--- src/rtl/set_assoc_cache.sv ---
// set_assoc_cache: set-associative, write-back, write-allocate cache with
// one word per line and per-set round-robin replacement.
// Ports:
//   clk, rst (async active-low)
//   req_valid/req_ready/req_write/req_addr/req_wdata   core request
//   resp_valid/resp_hit/resp_rdata                     core response pulse
//   mem_req_valid/ready/write/addr/wdata               memory request (single beat)
//   mem_resp_valid/mem_resp_rdata                      fill data return
module set_assoc_cache #(
    parameter int unsigned ADDR_WIDTH = 32,
    parameter int unsigned DATA_WIDTH = 32,
    parameter int unsigned NUM_SETS   = 8,
    parameter int unsigned NUM_WAYS   = 2
) (
    input  logic                  clk,
    input  logic                  rst,
    input  logic                  req_valid,
    output logic                  req_ready,
    input  logic                  req_write,
    input  logic [ADDR_WIDTH-1:0] req_addr,
    input  logic [DATA_WIDTH-1:0] req_wdata,
    output logic                  resp_valid,
    output logic                  resp_hit,
    output logic [DATA_WIDTH-1:0] resp_rdata,
    output logic                  mem_req_valid,
    input  logic                  mem_req_ready,
    output logic                  mem_req_write,
    output logic [ADDR_WIDTH-1:0] mem_req_addr,
    output logic [DATA_WIDTH-1:0] mem_req_wdata,
    input  logic                  mem_resp_valid,
    input  logic [DATA_WIDTH-1:0] mem_resp_rdata
);

    localparam int unsigned IDX_W  = $clog2(NUM_SETS);
    localparam int unsigned WAY_W  = (NUM_WAYS > 1) ? $clog2(NUM_WAYS) : 1;
    localparam int unsigned LINE_W = ADDR_WIDTH - 2;
    localparam int unsigned TAG_W  = LINE_W - IDX_W;

    typedef enum logic [2:0] {
        IDLE, COMPARE, WRITEBACK, FILL_REQ, FILL_WAIT, RESPOND
    } state_e;

    state_e                state_q, state_d;
    logic                  wr_q, wr_d;
    logic [LINE_W-1:0]     line_q, line_d;
    logic [DATA_WIDTH-1:0] wdata_q, wdata_d;
    logic [WAY_W-1:0]      victim_q, victim_d;
    logic                  by_ptr_q, by_ptr_d;

    logic [NUM_WAYS-1:0]   valid_q [NUM_SETS];
    logic [NUM_WAYS-1:0]   valid_d [NUM_SETS];
    logic [NUM_WAYS-1:0]   dirty_q [NUM_SETS];
    logic [NUM_WAYS-1:0]   dirty_d [NUM_SETS];
    logic [WAY_W-1:0]      ptr_q   [NUM_SETS];
    logic [WAY_W-1:0]      ptr_d   [NUM_SETS];
    logic [TAG_W-1:0]      tag_q   [NUM_SETS][NUM_WAYS];
    logic [TAG_W-1:0]      tag_d   [NUM_SETS][NUM_WAYS];
    logic [DATA_WIDTH-1:0] data_q  [NUM_SETS][NUM_WAYS];
    logic [DATA_WIDTH-1:0] data_d  [NUM_SETS][NUM_WAYS];

    logic [IDX_W-1:0]      idx;
    logic [TAG_W-1:0]      tag;
    logic                  hit;
    logic [WAY_W-1:0]      hit_way;
    logic [WAY_W-1:0]      victim_sel;
    logic                  sel_by_ptr;
    logic [WAY_W-1:0]      ptr_next;

    // Byte offset within the word plays no part in lookup.
    logic unused_addr_bits;
    assign unused_addr_bits = ^req_addr[1:0];

    assign idx = line_q[IDX_W-1:0];
    assign tag = line_q[LINE_W-1:IDX_W];

    // Tag lookup and victim choice: lowest invalid way, else the set's pointer.
    always_comb begin
        hit        = 1'b0;
        hit_way    = '0;
        victim_sel = ptr_q[idx];
        sel_by_ptr = 1'b1;
        for (int w = 0; w < NUM_WAYS; w++) begin
            if (valid_q[idx][WAY_W'(w)] && (tag_q[idx][WAY_W'(w)] == tag)) begin
                hit     = 1'b1;
                hit_way = WAY_W'(w);
            end
        end
        for (int w = NUM_WAYS - 1; w >= 0; w--) begin
            if (!valid_q[idx][WAY_W'(w)]) begin
                victim_sel = WAY_W'(w);
                sel_by_ptr = 1'b0;
            end
        end
        ptr_next = (ptr_q[idx] == WAY_W'(NUM_WAYS - 1)) ? '0 : ptr_q[idx] + WAY_W'(1);
    end

    // Next state, array updates and outputs.
    always_comb begin
        state_d       = state_q;
        wr_d          = wr_q;
        line_d        = line_q;
        wdata_d       = wdata_q;
        victim_d      = victim_q;
        by_ptr_d      = by_ptr_q;
        valid_d       = valid_q;
        dirty_d       = dirty_q;
        ptr_d         = ptr_q;
        tag_d         = tag_q;
        data_d        = data_q;
        req_ready     = 1'b0;
        resp_valid    = 1'b0;
        resp_hit      = 1'b0;
        resp_rdata    = '0;
        mem_req_valid = 1'b0;
        mem_req_write = 1'b0;
        mem_req_addr  = '0;
        mem_req_wdata = '0;

        case (state_q)
            IDLE: begin
                req_ready = 1'b1;
                if (req_valid) begin
                    wr_d    = req_write;
                    line_d  = req_addr[ADDR_WIDTH-1:2];
                    wdata_d = req_wdata;
                    state_d = COMPARE;
                end
            end
            COMPARE: begin
                if (hit) begin
                    resp_valid = 1'b1;
                    resp_hit   = 1'b1;
                    if (wr_q) begin
                        data_d[idx][hit_way]  = wdata_q;
                        dirty_d[idx][hit_way] = 1'b1;
                        resp_rdata            = wdata_q;
                    end else begin
                        resp_rdata = data_q[idx][hit_way];
                    end
                    state_d = IDLE;
                end else begin
                    victim_d = victim_sel;
                    by_ptr_d = sel_by_ptr;
                    state_d  = (valid_q[idx][victim_sel] && dirty_q[idx][victim_sel])
                               ? WRITEBACK : FILL_REQ;
                end
            end
            WRITEBACK: begin
                mem_req_valid = 1'b1;
                mem_req_write = 1'b1;
                mem_req_addr  = {tag_q[idx][victim_q], idx, 2'b00};
                mem_req_wdata = data_q[idx][victim_q];
                if (mem_req_ready) begin
                    state_d = FILL_REQ;
                end
            end
            FILL_REQ: begin
                mem_req_valid = 1'b1;
                mem_req_addr  = {line_q, 2'b00};
                if (mem_req_ready) begin
                    state_d = FILL_WAIT;
                end
            end
            FILL_WAIT: begin
                if (mem_resp_valid) begin
                    valid_d[idx][victim_q] = 1'b1;
                    dirty_d[idx][victim_q] = 1'b0;
                    tag_d[idx][victim_q]   = tag;
                    data_d[idx][victim_q]  = mem_resp_rdata;
                    if (by_ptr_q) begin
                        ptr_d[idx] = ptr_next;
                    end
                    state_d = RESPOND;
                end
            end
            RESPOND: begin
                resp_valid = 1'b1;
                if (wr_q) begin
                    data_d[idx][victim_q]  = wdata_q;
                    dirty_d[idx][victim_q] = 1'b1;
                    resp_rdata             = wdata_q;
                end else begin
                    resp_rdata = data_q[idx][victim_q];
                end
                state_d = IDLE;
            end
            default: state_d = IDLE;
        endcase
    end

    // Control state and line status bits.
    always_ff @(posedge clk or negedge rst) begin
        if (!rst) begin
            state_q  <= IDLE;
            wr_q     <= 1'b0;
            line_q   <= '0;
            wdata_q  <= '0;
            victim_q <= '0;
            by_ptr_q <= 1'b0;
            valid_q  <= '{default: '0};
            dirty_q  <= '{default: '0};
            ptr_q    <= '{default: '0};
        end else begin
            state_q  <= state_d;
            wr_q     <= wr_d;
            line_q   <= line_d;
            wdata_q  <= wdata_d;
            victim_q <= victim_d;
            by_ptr_q <= by_ptr_d;
            valid_q  <= valid_d;
            dirty_q  <= dirty_d;
            ptr_q    <= ptr_d;
        end
    end

    // Tag and data storage; contents are qualified by valid, so no reset.
    always_ff @(posedge clk) begin
        tag_q  <= tag_d;
        data_q <= data_d;
    end

endmodule

--- config.mk ---
export PLATFORM = sky130hd
export DESIGN_NAME = set_assoc_cache
export DESIGN_NICKNAME = d
export VERILOG_FILES = /design/src/rtl/set_assoc_cache.sv
export SDC_FILE = /design/constraint.sdc
export NUM_CORES = 1
export LEC_CHECK = 0
export CAP_MARGIN = 20
export CORE_UTILIZATION = 40
export DETAILED_ROUTE_END_ITERATION = 16
export PLACE_DENSITY = 0.59
export SETUP_SLACK_MARGIN = 0.5
export SLEW_MARGIN = 20
export SYNTH_ARGS = -nofsm -noshare
export SYNTH_HDL_FRONTEND = slang
export SYNTH_SLANG_ARGS = --single-unit
--- constraint.sdc ---
create_clock -name clk -period 10.6 [get_ports clk]
set_input_delay 2.12 -clock clk [delete_from_list [all_inputs] [get_ports clk]]
set_output_delay 2.12 -clock clk [all_outputs]
set_load 0.02 [all_outputs]
; ---- After elaboration in Yosys (flattened, before gate mapping)
; Cells that the tools add are included.
[classes]
addsub = 1
n_bitwise = 8
reduce_logical = 14
eq_ne = 13
mux = 81
magnitude_cmp = 7
[op_table]
columns = operator, n
row1 = 512-bit 2-to-1 mux, 4
row2 = 512-bit bitwise mux, 3
row3 = 512-bit one-hot mux with 3 select lines, 1
row4 = 432-bit bitwise mux, 1
row5 = 64-bit demux with 3-bit select, 2
row6 = 32-bit 2-to-1 mux, 8
row7 = 64-bit 2-to-1 mux, 4
row8 = 64-bit binary-select mux with 3-bit select, 1
row9 = 54-bit binary-select mux with 3-bit select, 1
row10 = 54-bit demux with 3-bit select, 1
row11 = 54-bit 2-to-1 mux, 3
row12 = 32-bit one-hot mux with 2 select lines, 2
row13 = 27-bit 2-to-1 mux, 4
row14 = 16-bit 2-to-1 mux, 4
row15 = 16-bit OR, 3
row16 = 16-bit one-hot mux with 3 select lines, 1
row17 = 32-bit demux with 1-bit select, 1
row18 = 27-bit demux with 1-bit select, 1
row19 = 27-bit equality test, 1
row20 = 1-bit 2-to-1 mux, 19
row21 = 16-bit AND, 1
row22 = 16-bit inverter, 1
row23 = 3-bit one-hot mux with 5 select lines, 1
row24 = "2-bit != test, second input constant", 7
row25 = other kinds (30), 49
[word_totals]
register_bits = 1052
elab_cells = 186
inputBits = 102
output_inout_bits = 101

; ---- Longest topological paths before layout
[logic_depth]
depth_word = 11
ltp_mapped = 13
depth_no_buf = 7

; ---- Worst setup path before layout
; Ideal clock, no wire load.
[synth_path]
kind = flip-flop to output port
from = register line_q[2]
to = output resp_hit
slack_ns = 5.510
path_stages_with_launch = 12
arrival_ns = 2.970
required_time_ns = 8.480
n_path_buf = 4
cell_sequence = dfrtp_1 buf_2 buf_2 buf_1 mux4_2 mux2i_1 xor2_1 nand3_1 nor4_1 nand4_2 buf_2 nor3_1
[synth_via]
elab_chain_cells = 9
word_cells_on_any_way = 12
cone_classes = 1 x eq/ne / 9 x mux / 1 x bitwise / 1 x reduce/logical
[synth_rtl]
columns = item, line
row1 = from (decl), 45  ; logic [LINE_W-1:0] line_q, line_d;
row2 = from (signal assigned), 206  ; line_q <= line_d;
row3 = 3-bit inverter with 4-bit output (implied by the code) *, 83  ; if (valid_q[idx][WAY_W'(w)] && (tag_q[idx][WAY_W'(w)] == tag)) begin
row4 = 54-bit binary-select mux with 3-bit select, 83
row5 = 54-bit 2-to-1 mux (implied by the code) (2 in series), 83
row6 = 27-bit equality test, 83
row7 = 1-bit logical AND *, 83
row8 = 1-bit 2-to-1 mux *, 83
row9 = 1-bit 2-to-1 mux *, 130  ; if (hit) begin
row10 = 1-bit 2-to-1 mux *, 119  ; case (state_q)
row11 = to (decl), 23  ; output logic resp_hit,
; Every way passes the cells marked *; elsewhere a longest branch is shown, timed or not. The select of a mux whose other input is x is not followed.

; ---- Final worst setup path
[layout_path]
from = register line_q[0]
to = output resp_rdata[28]
[layout_via]
elab_chain_cells = 9
word_cells_on_any_way = 20
cone_classes = 1 x eq/ne / 17 x mux / 1 x bitwise / 1 x reduce/logical
[layout_rtl]
columns = item, line
row1 = 3-bit inverter with 4-bit output (implied by the code) *, "83, 138, 183"
row2 = 54-bit binary-select mux with 3-bit select / 64-bit binary-select mux with 3-bit select (equally long branches), "83, 138, 183"
row3 = 54-bit 2-to-1 mux (implied by the code) / 64-bit 2-to-1 mux (equally long branches) (2 in series), "83, 138, 183"
row4 = 27-bit equality test / 32-bit 2-to-1 mux (equally long branches), "83, 183"
row5 = 1-bit logical AND / 32-bit 2-to-1 mux (equally long branches), "83, 183"
row6 = 1-bit 2-to-1 mux / 32-bit 2-to-1 mux (equally long branches), "83, 183"
row7 = 32-bit 2-to-1 mux (on tied branches), "130, 178"
row8 = 32-bit one-hot mux with 2 select lines *, 119
row9 = to (decl), 24  ; output logic [DATA_WIDTH-1:0] resp_rdata,
; Marked as above.

==> results.py <==
metrics = {
    "synthesis": {
        "muxShareOfSynthArea": 0.106,
        "ys_types": 55,
        "synth_area_leaders": "edfxtp_1, dfrtp_1, nor2_1, mux2_2, mux2i_1",
        "syn-cell-area_um2": 24000,
        "synthSimpleGateAreaFrac": 0.0978,
        "synth_top_family_by_area": "multiplexers",
        "ys_warn_count": 0,
        "syn_area_per_cell_um2": 13.4,
        "synth-adder-area-share": 0,
        "synth_top_area_frac": 0.592,
        "synth_top_area_cell": "edfxtp_1",
        "syn_inst": 1787,
        "seq_area_frac_synth": 0.677,
        "synth-compound-area-share": 0.0895,
        "synth_top_flop_cell": "edfxtp_1",
        "ys_seq_elements": 554,
        "synthXorXnorAreaFrac": 0.00439,
        "async_reset_ff_frac": 0.148,
        "synth_edf_count": 472,
    },
    "critical_path": {
        "r2r_setup_slack_ns": 4.61,
        "critPathKind": "reg -> out",
        "critPathMaxFanout": 35,
        "end_kind": "output port",
        "reg2reg_depth": 8,
        "worstReg2RegStart": "line_q[0]",
        "crit_arrival_ns": 6.34,
        "start_kind": "flip-flop",
        "r2r-end": "data_q[296]",
        "critPathCapture": "resp_rdata[28]",
        "critical_path_required_ns": 8.48,
        "startpoint": "line_q[0]",
    },
    "power": {
        "peakVddDrop_mv": 0.161,
        "power_frac_seq": 0.376,
        "power.total_uw": 8410,
        "p_clk_frac": 0.230,
        "power_frac_comb": 0.394,
        "swShare": 0.391,
        "power_switching_uw": 3290,
        "p_int_uw": 5120,
        "power.leakage_uw": 0.00961,
        "power.density_nw_per_um2": 294,
    },
    "timing": {
        "finalCritPeriodShare": 0.798,
        "slew_violations": 0,
        "setup_viol_count_final": 0,
        "hold_violations": 0,
        "worst_slew_pin_slew_ns": 1.13,
        "rsz0062_at_grt": "false",
        "relSlewSlack": 0.244,
        "min_period_ns": 8.46,
        "worst_slack_ns": 2.14,
        "fin_worst_skew_ns": 0.0176,
        "finalSetupTns_ns": 0,
        "max_freq_mhz": 118,
    },
    "worst_hold_path": {
        "worstHoldPathType": "reg -> reg",
    },
    "global_route": {
        "grt_max_degree": 59,
        "grt_pass1_vias": 15900,
        "grt.total_usage": 0.225,
        "grt_pass1_wl_um": 102000,
        "grt-ovfl-total": 0,
        "antenna_found_initial": 0,
    },
    "layout": {
        "nets": 2062,
        "drive_above_1_share": 0.152,
        "final_area_um2": 28600,
        "final_common_cell": "edfxtp_1",
        "synthToLayoutAreaGrowth_pct": 19.5,
        "diodes": 0,
        "mostFrequentLayoutCells": "edfxtp_1, nor2_1, clkdlybuf4s50_1",
    },
    "clock_network": {
        "htreeDepth": 2,
        "cts_buffer_depth": 3,
        "clk_pin_slew_ns": 0.06,
        "post_cts_buffers": 0,
        "tritoncts": "done",
        "cts_resized": 0,
        "cts.sinks": 554,
        "clk_latency_ns": 0.61,
        "clock_tree.root_cell": "clkbuf_16",
        "cts_buffers": 59,
        "ctsHoldBuffers": 0,
    },
    "route": {
        "wl_met3_um": 4420,
        "dr_wl_met2_um": 32200,
        "top_layer": "met4",
        "ant_nets": 0,
        "wl_per_cell_um": 24.6,
        "routed_wl_um": 68300,
        "vias_per_cell": 5.68,
        "drt_iter0_drc": 1266,
        "drc": 14,
        "wl_met1_um": 30100,
        "firstDrtPassIters": 11,
        "vias": 15800,
    },
    "placement": {
        "pre_cts_ws_ns": 2.74,
        "post_dp_cell_area_um2": 26900,
        "place_congestion": 0.755,
        "io_buffers": 198,
        "hpwl_um": 38400,
    },
    "run_status": {
        "violations": "design-rule violations",
        "status": "finished, violations left",
    },
    "job": {
        "cap_violations": 0,
    },
    "floorplan": {
        "fp.dieH_um": 247,
        "ios": 203,
        "start_util": 0.405,
        "dieArea_um2": 60900,
        "dieWidth_um": 247,
        "core_um2": 59100,
        "fp-row-count": 89,
    },
}
## worst min-delay path by stage
| stage | start | to | slack (ns) | cells after the start |
|---|---|---|---|---|
| global placement | valid_q[14] | valid_q[14] | 0.45 | 1 |
| global route | valid_q[0] | valid_q[0] | 0.48 | 1 |
| detailed placement | valid_q[12] | valid_q[12] | 0.46 | 1 |
| floorplan | valid_q[14] | valid_q[14] | 0.44 | 1 |
| finish | valid_q[12] | valid_q[12] | 0.47 | 1 |
| CTS | valid_q[12] | valid_q[12] | 0.47 | 1 |
## routing by layer
layer,up-vias,track usage
li1,7021,-
met1,8086,0.313
met2,592,0.365
met3,103,0.0356
met4,0,0.0614
met5,-,0
## metrics by stage
step | std cells | utilization | hold slack, ns
after detailed placement | 2672 | 0.454 | 0.455
after global routing | 2780 | 0.484 | 0.481
final | 2780 | 0.484 | 0.469
after global placement | 2672 | 0.454 | 0.451
after CTS | 2780 | 0.484 | 0.470
after floorplan | 1788 | - | 0.439
## registers in the layout (all words and copies together), names as in the netlist, named ones only
register / flops
data_q: 256
line_q: 30
state_q: 3
tag_q: 216
valid_q: 8
wdata_q: 32
wr_q: 1
## final cells by class
cell class                 count  area, um^2
sequential                   554       16200
inverter                      14        52.6
multi-input combinational   1093        7320
timing repair buffer         238        2280
clock buffer                  81        1600
fill                        5183       30500
clock inverter                27         181
tap                          773         967
## power groups by stage
stage / logic (uW) / clock network, uW / registers [uW]
3_5_place_dp: 3300 / 0 / 3210
3_3_place_gp: 3280 / 0 / 3180
5_1_grt: 3560 / 2050 / 3210
2_1_floorplan: 2180 / 0 / 3000
6_report: 3310 / 1940 / 3160
4_1_cts: 3320 / 1970 / 3170
## critical path: stages, from the launching register on
cell,delay [ns]
dfrtp_2,1.09
and3b_2,0.99
a22oi_1,0.27
and3_1,0.24
or4_1,0.59
nor4_2,0.37
nand4_4,0.67
buf_4,0.52
a211oi_2,0.25
clkdlybuf4s50_1,0.69
## synth_stat cells, drive strengths merged, types with 3 or more instances
| cell type | count |
|---|---|
| a211oi | 12 |
| a21oi | 85 |
| a221o | 13 |
| a221oi | 16 |
| a22o | 24 |
| a22oi | 63 |
| a2bb2oi | 3 |
| a31oi | 9 |
| and2 | 6 |
| and3 | 16 |
| buf | 43 |
| clkbuf | 84 |
| dfrtp | 82 |
| edfxtp | 472 |
| inv | 13 |
| mux2 | 111 |
| mux2i | 84 |
| mux4 | 20 |
| nand2 | 71 |
| nand2b | 9 |
| nand3 | 10 |
| nand3b | 5 |
| nand4 | 3 |
| nor2 | 363 |
| nor2b | 6 |
| nor3 | 13 |
| nor3b | 3 |
| nor4 | 5 |
| o211ai | 11 |
| o21ai | 49 |
| o22ai | 25 |
| or2 | 10 |
| or3 | 22 |
| xnor2 | 4 |
| xor2 | 8 |
## logic make-up after synthesis
kind of cell | after synthesis
buffers and inverters | 141
XOR/XNOR | 12
AO/OA/AOI/OAI | 318
other | 1
flip-flops | 554
multiplexers | 215
AND/OR/NAND/NOR | 546
No activity file was read; power rests on OpenSTA's default activity.
